**src/rtl/uart_pkg.sv**
```systemverilog
// Shared definitions for the UART transmit arbiter: FSM encodings, default data width
// and a small modulo helper.
package uart_pkg;

  typedef enum logic {
    ST_IDLE = 1'b0,
    ST_LOCK = 1'b1
  } arbStateT;

  localparam int UART_DBITS = 8;

  function automatic int wrapInc(input int idx, input int n);
    return (idx + 1 >= n) ? 0 : idx + 1;
  endfunction

endpackage

```
**src/rtl/uart_tx_arbiter_if.sv**
```systemverilog
// Requester byte streams plus the uartTop TX FIFO write port, bundled for the arbiter.
interface uart_tx_arbiter_if
  import uart_pkg::*;
#(
  parameter int N     = 4,
  parameter int dBits = UART_DBITS
);

  // A byte of requester i moves on a cycle where reqValid[i] & reqReady[i]; the requester
  // keeps reqValid/reqData/reqLast stable until then. writeUART strobes once per byte.
  logic [N-1:0]       reqValid;
  logic [N*dBits-1:0] reqData;
  logic [N-1:0]       reqLast;
  logic [N-1:0]       reqReady;
  logic [dBits-1:0]   writeData;
  logic               writeUART;
  logic               txFull;

  modport master (
    output reqValid, reqData, reqLast, txFull,
    input  reqReady, writeData, writeUART
  );

  modport slave (
    input  reqValid, reqData, reqLast, txFull,
    output reqReady, writeData, writeUART
  );

endinterface

```
**src/rtl/uart_tx_arbiter_rr_pick.sv**
```systemverilog
// Combinational round-robin picker: first set request scanning ptr, ptr+1, ... mod N.
module rr_pick #(
  parameter int N = 4
) (
  input  logic [N-1:0]         req,
  input  logic [$clog2(N)-1:0] ptr,
  output logic                 any,
  output logic [$clog2(N)-1:0] idx
);

  localparam int W = $clog2(N);

  int cand;

  always_comb begin
    any  = 1'b0;
    idx  = ptr;
    cand = 0;
    for (int k = 0; k < N; k++) begin
      cand = int'(ptr) + k;
      if (cand >= N) cand = cand - N;
      if (!any && req[cand]) begin
        any = 1'b1;
        idx = W'(cand);
      end
    end
  end

endmodule

```
**src/rtl/uart_tx_arbiter.sv**
```systemverilog
// Round-robin packet arbiter in front of the uartTop TX FIFO; a grant is held until the
// owner's last byte. Optional in-packet idle timeout is built when UART_ARB_TIMEOUT_EN is defined.
module uart_tx_arbiter
  import uart_pkg::*;
#(
  parameter int N       = 4,
  parameter int dBits   = UART_DBITS,
  parameter int TIMEOUT = 1024
) (
  input  logic                 clk,
  input  logic                 resetn,
  uart_tx_arbiter_if.slave     bus,
  output logic [$clog2(N)-1:0] grantId,
  output logic                 busy,
  output logic                 timeoutErr,
  output arbStateT             dbgState
);

  localparam int W = $clog2(N);

  if (N < 2 || TIMEOUT < 2) begin : gBadParams
    $error("uart_tx_arbiter: N and TIMEOUT must both be >= 2");
  end

  arbStateT       state, stateNext;
  logic [W-1:0]   grantNext;
  logic [W-1:0]   ptr, ptrNext;
  logic           pickAny;
  logic [W-1:0]   pickIdx;
  logic           ownerValid, ownerLast, locked, xfer, timeoutHit;

  rr_pick #(.N(N)) uPick (
    .req (bus.reqValid),
    .ptr (ptr),
    .any (pickAny),
    .idx (pickIdx)
  );

  assign locked     = (state == ST_LOCK);
  assign ownerValid = bus.reqValid[grantId];
  assign ownerLast  = bus.reqLast[grantId];
  assign xfer       = locked && ownerValid && !bus.txFull;

  // No skid buffer: ready and the write strobe come straight from the grant and txFull.
  assign bus.reqReady  = (locked && !bus.txFull) ? (N'(1) << grantId) : '0;
  assign bus.writeUART = xfer;
  assign bus.writeData = locked ? bus.reqData[grantId*dBits +: dBits] : '0;

  assign busy     = locked;
  assign dbgState = state;

  always_comb begin
    stateNext = state;
    grantNext = grantId;
    ptrNext   = ptr;
    case (state)
      ST_IDLE: begin
        if (pickAny) begin
          stateNext = ST_LOCK;
          grantNext = pickIdx;
        end
      end
      ST_LOCK: begin
        if ((xfer && ownerLast) || timeoutHit) begin
          stateNext = ST_IDLE;
          ptrNext   = W'(wrapInc(int'(grantId), N));
        end
      end
      default: stateNext = ST_IDLE;
    endcase
  end

  always_ff @(posedge clk or negedge resetn) begin
    if (!resetn) begin
      state   <= ST_IDLE;
      grantId <= '0;
      ptr     <= '0;
    end else begin
      state   <= stateNext;
      grantId <= grantNext;
      ptr     <= ptrNext;
    end
  end

`ifdef UART_ARB_TIMEOUT_EN
  localparam int CW = $clog2(TIMEOUT);

  logic [CW-1:0] idleCnt;

  // txFull stalls keep the owner valid, so they never advance the counter.
  assign timeoutHit = locked && !ownerValid && (idleCnt == CW'(TIMEOUT - 1));

  always_ff @(posedge clk or negedge resetn) begin
    if (!resetn) begin
      idleCnt    <= '0;
      timeoutErr <= 1'b0;
    end else begin
      timeoutErr <= timeoutHit;
      if (!locked || xfer || timeoutHit) begin
        idleCnt <= '0;
      end else if (!ownerValid) begin
        idleCnt <= idleCnt + 1'b1;
      end
    end
  end
`else
  assign timeoutHit = 1'b0;
  assign timeoutErr = 1'b0;
`endif

endmodule
```
**src/flat_wrapper.sv**
```systemverilog
// flat-port wrapper written by rule: the top's interface ports become plain ports
module uart_tx_arbiter_flat import uart_pkg::*;
#(
  parameter int N       = 4,
  parameter int dBits   = UART_DBITS,
  parameter int TIMEOUT = 1024
)
  (clk, resetn, grantId, busy, timeoutErr, dbgState, bus_reqValid, bus_reqData, bus_reqLast, bus_txFull, bus_reqReady, bus_writeData, bus_writeUART);
  uart_tx_arbiter_if #(.N(N), .dBits(dBits)) bus_i ();
  input  logic clk;
  input  logic resetn;
  output logic [$clog2(N)-1:0] grantId;
  output logic busy;
  output logic timeoutErr;
  output arbStateT dbgState;
  input wire logic [$bits(bus_i.reqValid)-1:0] bus_reqValid;
  input wire logic [$bits(bus_i.reqData)-1:0] bus_reqData;
  input wire logic [$bits(bus_i.reqLast)-1:0] bus_reqLast;
  input wire logic [$bits(bus_i.txFull)-1:0] bus_txFull;
  output wire logic [$bits(bus_i.reqReady)-1:0] bus_reqReady;
  output wire logic [$bits(bus_i.writeData)-1:0] bus_writeData;
  output wire logic [$bits(bus_i.writeUART)-1:0] bus_writeUART;
  assign bus_i.reqValid = bus_reqValid;
  assign bus_i.reqData = bus_reqData;
  assign bus_i.reqLast = bus_reqLast;
  assign bus_i.txFull = bus_txFull;
  assign bus_reqReady = bus_i.reqReady;
  assign bus_writeData = bus_i.writeData;
  assign bus_writeUART = bus_i.writeUART;
  uart_tx_arbiter #(.N(N), .dBits(dBits), .TIMEOUT(TIMEOUT)) u_core (.clk(clk), .resetn(resetn), .bus(bus_i), .grantId(grantId), .busy(busy), .timeoutErr(timeoutErr), .dbgState(dbgState));
endmodule
```
**config.mk**
```make
export PLATFORM = sky130hd
export DESIGN_NAME = uart_tx_arbiter_flat
export DESIGN_NICKNAME = d
export VERILOG_FILES = /design/src/rtl/uart_pkg.sv /design/src/rtl/uart_tx_arbiter_if.sv /design/src/rtl/uart_tx_arbiter_rr_pick.sv /design/src/rtl/uart_tx_arbiter.sv /design/src/flat_wrapper.sv
export SDC_FILE = /design/constraint.sdc
export NUM_CORES = 1
export LEC_CHECK = 0
export CAP_MARGIN = 20
export CORE_AREA = 10 10 59 61
export CTS_CLUSTER_SIZE = 8
export DETAILED_ROUTE_END_ITERATION = 10
export DIE_AREA = 0 0 69 71
export PLACE_DENSITY = 0.76
export SETUP_SLACK_MARGIN = 0.02
export SYNTH_ARGS = -nofsm -noshare
export SYNTH_HDL_FRONTEND = slang
export SYNTH_SLANG_ARGS = --single-unit
```
**constraint.sdc**
```tcl
create_clock -name clk -period 2.8 [get_ports clk]
set_clock_uncertainty 0.15 [all_clocks]
set_input_delay 0.56 -clock clk [delete_from_list [all_inputs] [get_ports clk]]
set_output_delay 0.56 -clock clk [all_outputs]
set_load 0.05 [all_outputs]
```
==> metrics.md <==
| Metric | Value |
|---|---|
| Status | finished clean |
| Highest clock rate | 390 MHz |
| Clock Latency Late Sink | roughly 260 ps |
| DRC | 0 |
| Most common cell in the netlist | and2_1 |
| Area Growth Syn to Fin | 93.7% |
| Clock buffer depth | 2 |
| Critical path required time | between 2000 and 2500 ps |
| Top routing layer in use | met4 |
| Final net count | around 180 |
| IO Count | 61 |
| Vias post-DR | between 800 and 900 |
| Worst setup path category | in2out |
| Via-per-instance ratio | approximately 5.1 |
| Number of hold violations in the final report | 0 |
| Die Y | roughly 71 um |
| Post-synth ARST share | between 90% and 100% |
| Synth Area in Simple Gates | ~20% |
| Yosys top cell area share | about 29% |
| Largest net degree at the start of global routing | 17 |
| Worst slew margin | around 66% |
| Starting density of the core | between 20% and 30% |
| Synth Register Bits | 5 |
| Worst Hold Class | in2async |
| Wire length per cell | slightly below 20 um |
| Tcrit/Tclk final | 91.5% |
| FF-to-FF path depth | 4 |
| Top cells by area, synth | mux4_2 (29%), dfrtp_1 (18%), and2_1 (11%) |
| CTS H-tree lvls | 1 |
| Synth Instances | between 60 and 70 |
| CTS tree | yes |
| Worst Tran Pin Value | approximately 510 ps |
| Port bufs | between 50 and 60 |
| Period minus WS final | 2560 ps |
| 1st-iter DRT viols | 50 |
| Final Non-Filler Cells | around 160 |
| XOR/XNOR share of the synthesized area | 0% |
| Hold_buf cts | 0 |
| Vias in the first global route | roughly 850 |
| Core box area | 2390 um^2 |
| MaxCap Viol Count | 0 |
| Leakage power | around 0.56 nW |
| Post-route ant nets | 0 |
| Largest family of logic cells by synthesized area | multiplexers |
| First-pass GRT wire length | approximately 5000 um |
| Startpoint of the worst register-to-register path | u_core.grantId[1]$_DFFE_PN0P_ |
| Total negative slack | 0 ps |
| Clock slew at reported path FFs | roughly 50 ps |
| Post-placement cell count | between 150 and 200 |
| Peak VDD IR | approximately 0.00079 V |
| Die area | 4900 um^2 |
| Initial DRT Pass Iterations | 5 |
| RSZ-0062 raised after global routing | no |
| Final hold slack | ~370 ps |
| Std-Cell Rows | 18 |
| Synthesized area | slightly above 700 um^2 |
| Yosys cell types | 22 |
| Post-synth top cells | and2_1 (12), mux4_2 (9), a21oi_1 (5), dfrtp_1 (5) |
| Post-synthesis sequential area ratio | between 10% and 20% |
| Reg2reg setup slack | between 700 and 800 ps |
| Power Dens Cells | about 1100 nW/um^2 |
| Met2 WL | between 1000 and 1500 um |
| CP Capture Type | primary output |
| CTS root buf | clkbuf_4 |
| GRT Util Overall | approximately 13% |
| Layout cells sized above 1 | about 25% |
| WP data arrival | roughly 1900 ps |
| GP Congestion | between 0.8 and 0.9 |
| Setup bufs post-CTS | 0 |
| Post-Route WL | 3060 um |
| # setup viols final | 0 |
| Main synth FF type | dfrtp_1 |
| Compound-Gate Fraction of Synth Area | under 10% |
| Slew Limit Fails | 0 |
| Syn. warnings | 0 |
| Net Count, Synth | about 120 |
| Clock sink count | 5 |
| Synth Area in Adders | under 10% |
| Syn avg cell area | about 10 um^2 |
| DPL Wire Length | 2600 um |
| CTS resizes | 0 |
| Post-synth EDFFs | 0 |
| Yosys top cell by area | mux4_2 |
| Worst-path fanout max | 6 |
| Routed length on met3 | 339 um |
| N_diodes | 0 |
| Total CTS buffers | 3 |
| WL met1 | 1450 um |
| Total grt overflow | 0 |
| Final Power | 1.47 mW |
| Die width | 69 um |
| Multiplexer share of the synthesized area | 40.0% |
| CP Launch Type | primary input |
| Initial antenna violation count | 0 |
| R2R Path End | u_core.ptr[0]$_DFFE_PN0P_ |
-- worst max-delay path by stage --
stage / cells after the start / endpoint / from
global placement: 5 / bus_writeUART / bus_reqValid[1]
global route: 5 / bus_writeUART / bus_reqValid[0]
finish: 5 / bus_writeUART / bus_reqValid[0]
detailed placement: 5 / bus_writeUART / bus_reqValid[0]
floorplan: 3 / bus_writeData[0] / u_core.grantId[0]$_DFFE_PN0P_
CTS: 5 / bus_writeUART / bus_reqValid[0]
-- final cells by class --
type / count / area, um^2
repair buffers: 61 / 633
well taps: 30 / 37.5
clock buffers: 4 / 26.3
flip-flops and latches: 5 / 125
inverters: 4 / 15.0
fillers: 218 / 1010
multi-input cells: 55 / 539
-- state kept, by name, indices dropped and copies added (netlist names) --
signal,flops
u_core.busy,1
u_core.grantId,2
u_core.ptr,2
-- metal layers --
metal | track usage, % | vias to the layer above
li1 | - | 367
met1 | 16.9 | 375
met2 | 18.5 | 62
met3 | 6.14 | 3
met4 | 2.68 | 0
met5 | 0 | -
-- metrics by stage --
step	setup WS [ps]	instance area, um^2	utilization (%)
3_3_place_gp	269	1350	56.6
2_1_floorplan	131	711	-
6_report	237	1380	57.7
3_5_place_dp	248	1350	56.6
4_1_cts	236	1380	57.7
5_1_grt	156	1380	57.7
-- cell usage in the layout, fill, tap and decap left out --
cell type	netlist	routed
a21oi_1	5	5
and2_1	12	12
buf_12	0	5
buf_4	3	11
clkbuf_1	1	1
clkbuf_4	0	3
clkdlybuf4s50_1	0	45
conb_1	1	1
dfrtp_1	5	5
ha_1	4	4
inv_1	4	4
mux2_2	1	1
mux2_4	2	2
mux2i_1	4	4
mux4_2	9	9
nand2_1	2	2
nand2b_1	3	3
nor2_1	4	4
nor2b_1	3	3
o21a_1	1	1
o21ai_0	1	1
o221ai_1	1	1
o32ai_1	1	1
or3b_4	1	1
-- critical path, cell delays in order --
cell and delay, ps:
clkdlybuf4s50_1 570, mux2i_1 100, mux2_2 280, nor2_1 180, buf_12 170
-- power by group --
part           leakage, nW  internal, mW  switching [mW]  total (mW)
clock               0.0150        0.0543          0.0354      0.0896
sequential          0.0577         0.106          0.0602       0.166
combinational        0.491         0.525           0.690        1.22
total                0.563         0.686           0.786        1.47
-- logic make-up (layout without fill, tap and decap cells) --
| logic type | count (synthesis) | after routing |
|---|---|---|
| AND/OR/NAND/NOR | 25 | 25 |
| other | 1 | 1 |
| buffers and inverters | 9 | 69 |
| multiplexers | 16 | 16 |
| flip-flops | 5 | 5 |
| AO/OA/AOI/OAI | 9 | 9 |
| adder cells (fa/ha/maj) | 4 | 4 |
Power figures use the tool's default switching activity.
